[config.mk]
export PLATFORM = sky130hd
export DESIGN_NAME = distributed_arithmetic_flat
export DESIGN_NICKNAME = d
export VERILOG_FILES = /design/src/rtl/distributed_arithmetic_pkg.sv /design/src/rtl/distributed_arithmetic_if.sv /design/src/rtl/distributed_arithmetic_lut.sv /design/src/rtl/distributed_arithmetic.sv /design/src/flat_wrapper.sv
export SDC_FILE = /design/constraint.sdc
export NUM_CORES = 1
export LEC_CHECK = 0
export ABC_AREA = 0
export CORE_ASPECT_RATIO = 0.75
export CORE_MARGIN = 2
export CORE_UTILIZATION = 35
export DETAILED_ROUTE_END_ITERATION = 12
export GPL_ROUTABILITY_DRIVEN = 0
export GPL_TIMING_DRIVEN = 0
export PLACE_DENSITY = 0.54
export SYNTH_ARGS = -nofsm -noshare
export SYNTH_HDL_FRONTEND = slang
export SYNTH_SLANG_ARGS = --single-unit
export TNS_END_PERCENT = 1
[constraint.sdc]
create_clock -name clk_80 -period 3.8 [get_ports clk_80]
set_input_delay 0.57 -clock clk_80 [delete_from_list [all_inputs] [get_ports clk_80]]
set_output_delay 0.57 -clock clk_80 [all_outputs]
set_load 0.01 [all_outputs]
[src/rtl/distributed_arithmetic_pkg.sv]
// Shared constants for the 3-tap binomial DA filter: widths, tap coefficients
// and the bit-plane lookup table builder.
package da_pkg;

  localparam int XW   = 4;
  localparam int YW   = 6;
  localparam int TAPS = 3;
  localparam int AW   = TAPS;
  localparam int LW   = 3;

  localparam int C0 = 1;
  localparam int C1 = 2;
  localparam int C2 = 1;

  typedef logic [(1 << AW)-1:0][LW-1:0] lut_rom_t;

  // Each entry is the coefficient sum of the taps whose bit is set in the address.
  function automatic lut_rom_t build_lut();
    lut_rom_t   rom;
    logic [AW-1:0] addr;
    int            sum;
    rom = '0;
    for (int i = 0; i < (1 << AW); i++) begin
      addr = AW'(i);
      sum  = 0;
      if (addr[0]) sum = sum + C0;
      if (addr[1]) sum = sum + C1;
      if (addr[2]) sum = sum + C2;
      rom[i] = LW'(sum);
    end
    return rom;
  endfunction

endpackage

[src/rtl/distributed_arithmetic_if.sv]
// Sample/result bundle between the datapath and the filter stage.
interface distributed_arithmetic_if;
  import da_pkg::*;

  logic [XW-1:0] x_in_80;
  logic [YW-1:0] y_out_80;

  modport master (output x_in_80, input y_out_80);
  modport slave  (input x_in_80, output y_out_80);
endinterface

[src/rtl/distributed_arithmetic_lut.sv]
// Combinational bit-plane ROM: 3-bit tap-bit address to partial coefficient sum.
module da_lut
  import da_pkg::*;
(
  input  logic [AW-1:0] addr,
  output logic [LW-1:0] value
);

  localparam lut_rom_t ROM = build_lut();

  // ROM read; the default arm keeps the decode fully specified.
  always_comb begin
    value = {LW{1'b0}};
    case (addr)
      3'd0:    value = ROM[0];
      3'd1:    value = ROM[1];
      3'd2:    value = ROM[2];
      3'd3:    value = ROM[3];
      3'd4:    value = ROM[4];
      3'd5:    value = ROM[5];
      3'd6:    value = ROM[6];
      3'd7:    value = ROM[7];
      default: value = {LW{1'b0}};
    endcase
  end

endmodule

[src/rtl/distributed_arithmetic.sv]
// Fully parallel distributed-arithmetic FIR, y = x + 2*x[-1] + x[-2],
// one 4-bit unsigned sample per clock, registered 6-bit result.
module distributed_arithmetic
  import da_pkg::*;
(
  input  logic                     clk_80,
  input  logic                     rst_80,
  distributed_arithmetic_if.slave  bus
);

  logic [XW-1:0] d1_r;
  logic [XW-1:0] d2_r;
  logic [YW-1:0] y_r;
  logic [YW-1:0] y_next_s;
  logic [LW-1:0] plane_s [XW];

  // One LUT per bit plane; address bit 0 is the newest tap.
  for (genvar b = 0; b < XW; b++) begin : g_plane
    da_lut u_lut (
      .addr  ({d2_r[b], d1_r[b], bus.x_in_80[b]}),
      .value (plane_s[b])
    );
  end

  // Shift-add of the plane partial sums; peak is 4*15 = 60, so 6 bits never wrap.
  always_comb begin
    y_next_s = {YW{1'b0}};
    for (int b = 0; b < XW; b++) begin
      y_next_s = y_next_s + (YW'(plane_s[b]) << b);
    end
  end

  // Delay line and output register; reset discards all history.
  always_ff @(posedge clk_80 or negedge rst_80) begin
    if (!rst_80) begin
      d1_r <= {XW{1'b0}};
      d2_r <= {XW{1'b0}};
      y_r  <= {YW{1'b0}};
    end else begin
      d1_r <= bus.x_in_80;
      d2_r <= d1_r;
      y_r  <= y_next_s;
    end
  end

  assign bus.y_out_80 = y_r;

endmodule

[src/flat_wrapper.sv]
// flat-port wrapper written by rule: the top's interface ports become plain ports
module distributed_arithmetic_flat import da_pkg::*;
  (clk_80, rst_80, bus_x_in_80, bus_y_out_80);
  distributed_arithmetic_if bus_i ();
  input  logic clk_80;
  input  logic rst_80;
  input wire logic [$bits(bus_i.x_in_80)-1:0] bus_x_in_80;
  output wire logic [$bits(bus_i.y_out_80)-1:0] bus_y_out_80;
  assign bus_i.x_in_80 = bus_x_in_80;
  assign bus_y_out_80 = bus_i.y_out_80;
  distributed_arithmetic u_core (.clk_80(clk_80), .rst_80(rst_80), .bus(bus_i));
endmodule
==> flow_summary.toml <==
[timing]
max-slew-margin-rel_pct = 59.57
timing.fmax_mhz = 279.8
setup_viol = 0
period_needed_ps = 3574
rsz0062_at_grt = "false"
timing.hold.ws_ps = 403.7
tightestPinTransition_ps = 604.5
setup_tns_ps = 0
fin_skew_ps = 0.4977
min_period_over_period_pct = 94.04
timing.final.hold_violations = 0
layout_setup_ws_ps = 226.3
drv_slew = 0

[critical_path]
critPathArrivalTime_ps = 3730
start_kind = "input pin"
max_stage_delay_ps = 540
path_cells = "clkdlybuf4s50_1 > ha_1 > mux2_2 > ha_1 > inv_1 > fa_1 > xnor2_1 > fa_1 > inv_1 > ha_1 > fa_1 > xor2_1 > xnor2_1"
critical-path-slowest-cell = "fa_1"
crit_required_ps = 3960
worstPathMaxFanout = 3
endpoint_kind = "register"
worstSetupPathType = "in -> reg"

[flow_run]
maxCapViolCount = 0

[global_routing]
grt_usage_pct = 9.714
grt_pass1_wl_um = 1587
grt_pass1_vias = 375
grt_max_degree = 15
antenna_found_initial = 0
grt-ovfl-total = 0

[place]
dp_hpwl_um = 725.1
dp_cells = 82
dp_slack_ps = -80.22
portBuffers = 11

[clocking]
numCtsBuffers = 3
ctsHoldBuffers = 0
numClockSinks = 14
clockBufferDepth = 2
clk_pin_slew_worst_paths_ps = 70
cts_max_level = 1
cts_tree = "yes"
insertion_delay_ps = 270
ctsResizeCount = 0
cts_setup_buffers = 0
cts_root_buf = "clkbuf_4"

[die]
row_count = 13
core_area_um2 = 1789
die_y_um = 42.47
chipWidth_um = 55.30
initial_core_util_pct = 38.60
die_area_um2 = 2348
io_pins = 12

[detailed_routing]
first_iter_violations = 2
first_pass_iters = 4
avgViaCountPerCell = 4.271
wl_um = 852
wl_per_cell_um = 10.02
route.vias.total = 363
drc = 0
ant_nets = 0

[synthesis]
synth.top_cell.area_share_pct = 50.72
synth-seq-cells = 14
synth_flop_cell = "dfrtp_1"
synthArstFlopShare_pct = 100.0
ys_warn_count = 0
syn-instance-count = 49
synthTopCellsByCount = "14 x dfrtp_1, 8 x ha_1, 5 x inv_1"
synth.largest_area_cell = "dfrtp_1"
synth_area_um2 = 690.7
ys_top_cells_by_area = "dfrtp_1 51%, ha_1 14%, fa_1 12%"
ys_seq_area_share_pct = 50.72
synth_edf_count = 0
synth.net_count = 67
yosysMostFrequentCell = "dfrtp_1"
synth_area_per_cell_um2 = 14.10
ys_types = 14

[run_status]
status = "finished clean"

[layout]
final_nets = 83
final_util_pct = 47.55
antenna_cells = 0
area_growth_pct = 23.19
stdcell_count = 85
layout-drive-gt1-share_pct = 11.11
nFillCells = 177

[power]
leakage_uw = 0.0004001
worst_ir_drop_vdd_mv = 0.2162
p_per_area_nw_per_um2 = 436.1

[hold_path]
hold_path.class = "reg -> reg"
==> registers in the layout, indices dropped and copies added, names as in the netlist <==
register and count:
u_core.bus.y_out_80 6, u_core.d1_r 4, u_core.d2_r 4
==> final timing paths <==
kind                                      from                endpoint  slack (ps)  cells after the start
worst max-delay path            bus_x_in_80[0]  u_core.bus.y_out_80[5]         230                     13
worst min-delay path            u_core.d1_r[2]          u_core.d2_r[2]         400                      0
worst max register to register  u_core.d1_r[0]  u_core.bus.y_out_80[5]         610                     12
worst min register to register  u_core.d1_r[2]          u_core.d2_r[2]         400                      0
max in group asynchronous               rst_80          u_core.d1_r[1]        2730                      1
min in group asynchronous               rst_80  u_core.bus.y_out_80[0]         680                      1
==> power breakdown <==
part / leakage, uW / internal [uW] / switching [uW]
Combinational: 0.000222 / 65.3 / 46.9
Sequential: 0.000164 / 174 / 8.17
Clock: 0.0000138 / 36.6 / 40.1
==> worst max-delay path: cells and delay by family <==
kind	cells	cell delay (ps)
xor+xnor	3	460
fa+ha+maj	6	1970
buf+inv	3	560
mux	1	140
==> metrics by stage <==
stage          total power [uW]  instance area [um^2]
2_1_floorplan             240.3                 690.7
3_3_place_gp              298.7                 828.3
3_5_place_dp              300.1                 828.3
4_1_cts                   381.0                 850.8
5_1_grt                   405.3                 850.8
6_report                  371.0                 850.8
==> metal layers <==
metal	vias to the layer above	wire [um]	GRT usage (%)
li1	185	-	-
met3	2	70	6.790
met1	165	414	10.94
met5	-	0	0
met2	11	354	13.33
met4	0	12	5.854
==> final cells by class <==
| class | instances | area, um^2 | area share [%] |
|---|---|---|---|
| clock buffer | 3 | 22.52 | 2.647 |
| inverter | 6 | 22.52 | 2.647 |
| multi-input combinational | 29 | 317.8 | 37.35 |
| sequential | 14 | 350.3 | 41.18 |
| tap | 22 | 27.53 | 3.235 |
| timing repair buffer | 11 | 110.1 | 12.94 |
==> placed cells by master, fill, tap and decap left out <==
| cell type | instances |
|---|---|
| xnor2_1 | 3 |
| mux2_2 | 2 |
| and2_1 | 2 |
| inv_2 | 1 |
| mux2i_1 | 1 |
| a21oi_1 | 1 |
| inv_1 | 5 |
| clkdlybuf4s50_1 | 11 |
| fa_1 | 4 |
| mux2_4 | 1 |
| ha_1 | 8 |
| nand2_1 | 2 |
| dfrtp_1 | 14 |
| clkbuf_4 | 3 |
| nor2_1 | 1 |
| xor2_1 | 4 |
==> cell families (layout without fill, tap and decap cells) <==
logic type	Yosys count	after routing	share of synthesized area [%]
buffers and inverters	6	20	3.261
multiplexers	4	4	6.883
AO/OA/AOI/OAI	1	1	0.7239
adder cells (fa/ha/maj)	12	12	26.09
XOR/XNOR	7	7	8.877
flip-flops	14	14	50.73
AND/OR/NAND/NOR	5	5	3.442
Power figures use the tool's default switching activity.
==> edit 1, RTL diff (same settings) <==
`LW`: 3 -> 6.
--- a/src/rtl/distributed_arithmetic_pkg.sv
+++ b/src/rtl/distributed_arithmetic_pkg.sv
@@ -7,5 +7,5 @@
   localparam int TAPS = 3;
   localparam int AW   = TAPS;
-  localparam int LW   = 3;
+  localparam int LW   = 6;
 
   localparam int C0 = 1;
Behaviour: no difference found for any inputs over 10 cycles, from zero or initial values and one cycle with rst_80 low; that may be too few to reach the edited logic, so the function may still have changed.
==> edit 1 against the original RTL <==
Power grew 0.77%. Routed wire length fell by 0.70%. Sequential cell count is the same. Critical path depth is 4 lower. Final cell count stayed put. Combinational power up 4%. Final area rose by 0.29%. Utilization fell by 0.29 points. Synthesized area is 0.36% higher. Setup slack improved by 970 ps. Sequential share of layout area down 0.12 points. Critical path type unchanged. Largest cell class unchanged.
==> edit 1: results <==
{
  "status": "complete, no violations",
  "grtUsageMet2_pct": 13.57,
  "largest_reg_flops": 6,
  "pre_cts_slack_ps": 866.7,
  "yosys_most_used_dff": "dfrtp_1",
  "critPathMaxStageDelay_ps": 450,
  "ctsLongestPathBuffers": 2,
  "slowest_stage": "clkdlybuf4s50_1",
  "synthTopCellsByArea": "dfrtp_1 51%, ha_1 16%, fa_1 8.7%",
  "pwr-share-seq_pct": 48.4,
  "wl_met2_um": 376,
  "met1_length_um": 413,
  "drt_pass1_iterations": 2,
  "routed_wirelength_um": 846,
  "drt_iter0_drc": 1,
  "clock_power_w": 0.0000756,
  "postPlaceCellArea_um2": 830.8,
  "viasPerCell": 4.412,
  "post-route-period-util_pct": 68.39,
  "seq_area_frac_synth_pct": 50.54,
  "top_layer": "met3",
  "peakVddDrop_mv": 0.2732,
  "hpwl_um": 733.1,
  "grtUsageMet1_pct": 10.55,
  "p_per_area_mw_per_mm2": 438.2,
  "grt_pass1_wl_mm": 1.545,
  "synth_common_cells": "14 x dfrtp_1, 9 x ha_1, 6 x inv_1",
  "cp.arrival_ps": 2760,
  "grt_pass1_vias": 389,
  "max-slew-margin-rel_pct": 58.63,
  "grt_usage_pct": 9.381,
  "path_max_fanout": 3,
  "p_leak_nw": 0.4084,
  "yosysWarningCount": 0,
  "grtUsageMet3_pct": 6.481,
  "netSwitchingFraction_pct": 25.68,
  "clock_skew_ps": 4.155,
  "wl_met3_um": 57,
  "whs_ps": 403.1,
  "drive_gt1_share_pct": 12.70,
  "r2r_setup_slack_ps": 1600
}
==> edit 1: cell types whose count changed after synthesis, sizes merged <==
cell   before  now
mux2i       1    2
nand2       2    3
fa          4    3
nor2        1    0
and2        2    1
xor2        4    2
ha          8    9
mux2        3    2
xnor2       3    5
a21o        0    1
==> edit 1: logic make-up after synthesis <==
logic type               after synthesis  synth area share [%]
multiplexers                           4                 6.137
buffers and inverters                  6                 3.249
AO/OA/AOI/OAI                          2                 2.347
AND/OR/NAND/NOR                        4                 2.890
XOR/XNOR                               7                 9.928
adder cells (fa/ha/maj)               12                 24.91
flip-flops                            14                 50.54
==> edit 1: path summary, 6_finish.rpt <==
kind                                     startpoint                          endpoint  depth (start not counted)
max                                  bus_x_in_80[1]  u_core.bus.y_out_80[4]$_DFF_PN0_                          9
min                        u_core.d1_r[2]$_DFF_PN0_          u_core.d2_r[2]$_DFF_PN0_                          0
max reg2reg                u_core.d1_r[1]$_DFF_PN0_  u_core.bus.y_out_80[4]$_DFF_PN0_                          8
min reg2reg                u_core.d1_r[2]$_DFF_PN0_          u_core.d2_r[2]$_DFF_PN0_                          0
max in group asynchronous                    rst_80  u_core.bus.y_out_80[1]$_DFF_PN0_                          1
min in group asynchronous                    rst_80  u_core.bus.y_out_80[5]$_DFF_PN0_                          1
==> edit 1: final cells by class <==
type | instances | area (um^2)
repair buffers | 11 | 110.1
inverters | 6 | 22.52
multi-input cells | 29 | 320.3
well taps | 22 | 27.53
flip-flops and latches | 14 | 350.3
fillers | 167 | 952.2
clock buffers | 3 | 22.52
==> edit 1: per-stage QoR <==
step,utilization [%],std cells
floorplan,-,49
global placement,46.02,82
detailed placement,46.02,82
CTS,47.26,85
global route,47.26,85
finish,47.26,85
==> edit 2, RTL diff (same settings) <==
Made on the original files. Make the reset (`rst_80`) synchronous in one clocked block.
--- a/src/rtl/distributed_arithmetic.sv
+++ b/src/rtl/distributed_arithmetic.sv
@@ -32,5 +32,5 @@
 
   // Delay line and output register; reset discards all history.
-  always_ff @(posedge clk_80 or negedge rst_80) begin
+  always_ff @(posedge clk_80) begin
     if (!rst_80) begin
       d1_r <= {XW{1'b0}};
Behaviour: differs if rst_80 is asserted again (counterexample within 4 cycles, from zero or initial values and one cycle with rst_80 low); with rst_80 held inactive, the same outputs for 10 cycles.
==> edit 2 against the original RTL <==
Worst hold slack gained 85 ps. Synthesized area up 4.7%. Routed wire length up 16%. Sequential share of layout area is 9.5 points lower. Setup slack got worse by 13 ps. Final area up 4.1%. Power decreased by 16%. Sequential cell count unchanged. Critical path type unchanged. Largest power group unchanged.
==> edit 2: results <==
{
  "grtUsageMet2_pct": 15.81,
  "postPlaceCellArea_um2": 863.3,
  "r2r_setup_slack_ps": 650,
  "max-slew-margin-rel_pct": 84.19,
  "drive_gt1_share_pct": 12.82,
  "top_layer": "met3",
  "whs_ps": 488.4,
  "fin_crit_ps": 3587,
  "drt_iter0_drc": 2,
  "grt_max_degree": 11,
  "pwr-share-seq_pct": 52.5,
  "clkCellAreaFrac_pct": 2.542,
  "wl_per_cell_um": 9.657,
  "comb-power_w": 0.0000643,
  "peakVddDrop_mv": 0.1884,
  "status": "complete, no violations",
  "worstHoldEndpoint": "u_core.d2_r[2]$_SDFF_PN0_",
  "clock_skew_ps": 0.8906,
  "wl_met2_um": 416,
  "worstReg2RegStart": "u_core.d1_r[0]$_SDFF_PN0_",
  "async_reset_ff_share_pct": 0,
  "hpwl_um": 782,
  "vias": 429,
  "hold_path_startpoint": "u_core.d1_r[2]$_SDFF_PN0_",
  "syn2layout_area_growth_pct": 22.49,
  "nets": 98,
  "ys_types": 17,
  "std_cell_rows": 14,
  "seq_area_frac_synth_pct": 38.75,
  "fillers": 194,
  "grt_pass1_wl_mm": 1.945,
  "io_buffer_count": 11,
  "grtUsageMet1_pct": 13.86,
  "seq_area_um2": 280.3,
  "synth_fp_nets": 82,
  "pg_seq_w": 0.000163,
  "drt_pass1_iterations": 2,
  "cts_root_buf": "clkbuf_4",
  "grt_usage_pct": 10.85,
  "nonClkBufAreaFrac_pct": 12.99,
  "synth_common_cells": "14 x dfxtp_1, 12 x and2_1, 8 x ha_1",
  "worstHoldPathCells": 1,
  "cp.arrival_ps": 3800,
  "grtUsageMet3_pct": 6.269,
  "wl_met3_um": 65,
  "buffers_excl_clock": 12,
  "reg2reg_to": "u_core.bus.y_out_80[5]$_SDFF_PN0_",
  "pre_cts_slack_ps": -106.0,
  "nMultiInputCombCells": 43,
  "synthTopCellsByArea": "dfxtp_1 39%, ha_1 14%, fa_1 11%",
  "p_leak_nw": 0.4048,
  "power.internal_w": 0.0002335
}
-- edit 2: changes by cell type after synthesis, sizes merged --
cell / delta
nand3: +1
and2: +13
xor2: -1
a21bo: +1
dfxtp: +14
clkbuf: +1
dfrtp: -14
mux2i: +1
nand2: -1
-- edit 2: cell families (layout without fill, tap and decap cells) --
| group | count (synthesis) | after routing | synth area share, % |
|---|---|---|---|
| compound gates | 2 | 2 | 2.076 |
| xor+xnor | 6 | 6 | 7.268 |
| fa+ha+maj | 12 | 12 | 24.91 |
| buf+inv | 7 | 21 | 3.805 |
| flops | 14 | 14 | 38.75 |
| mux | 5 | 5 | 7.958 |
| simple gates | 18 | 18 | 15.22 |
-- edit 2: per-stage QoR --
step,TNS (ps),cells
after floorplan,0,64
after global placement,-113.7,99
after detailed placement,-106.0,99
after CTS,0,102
after global routing,0,102
final,0,102
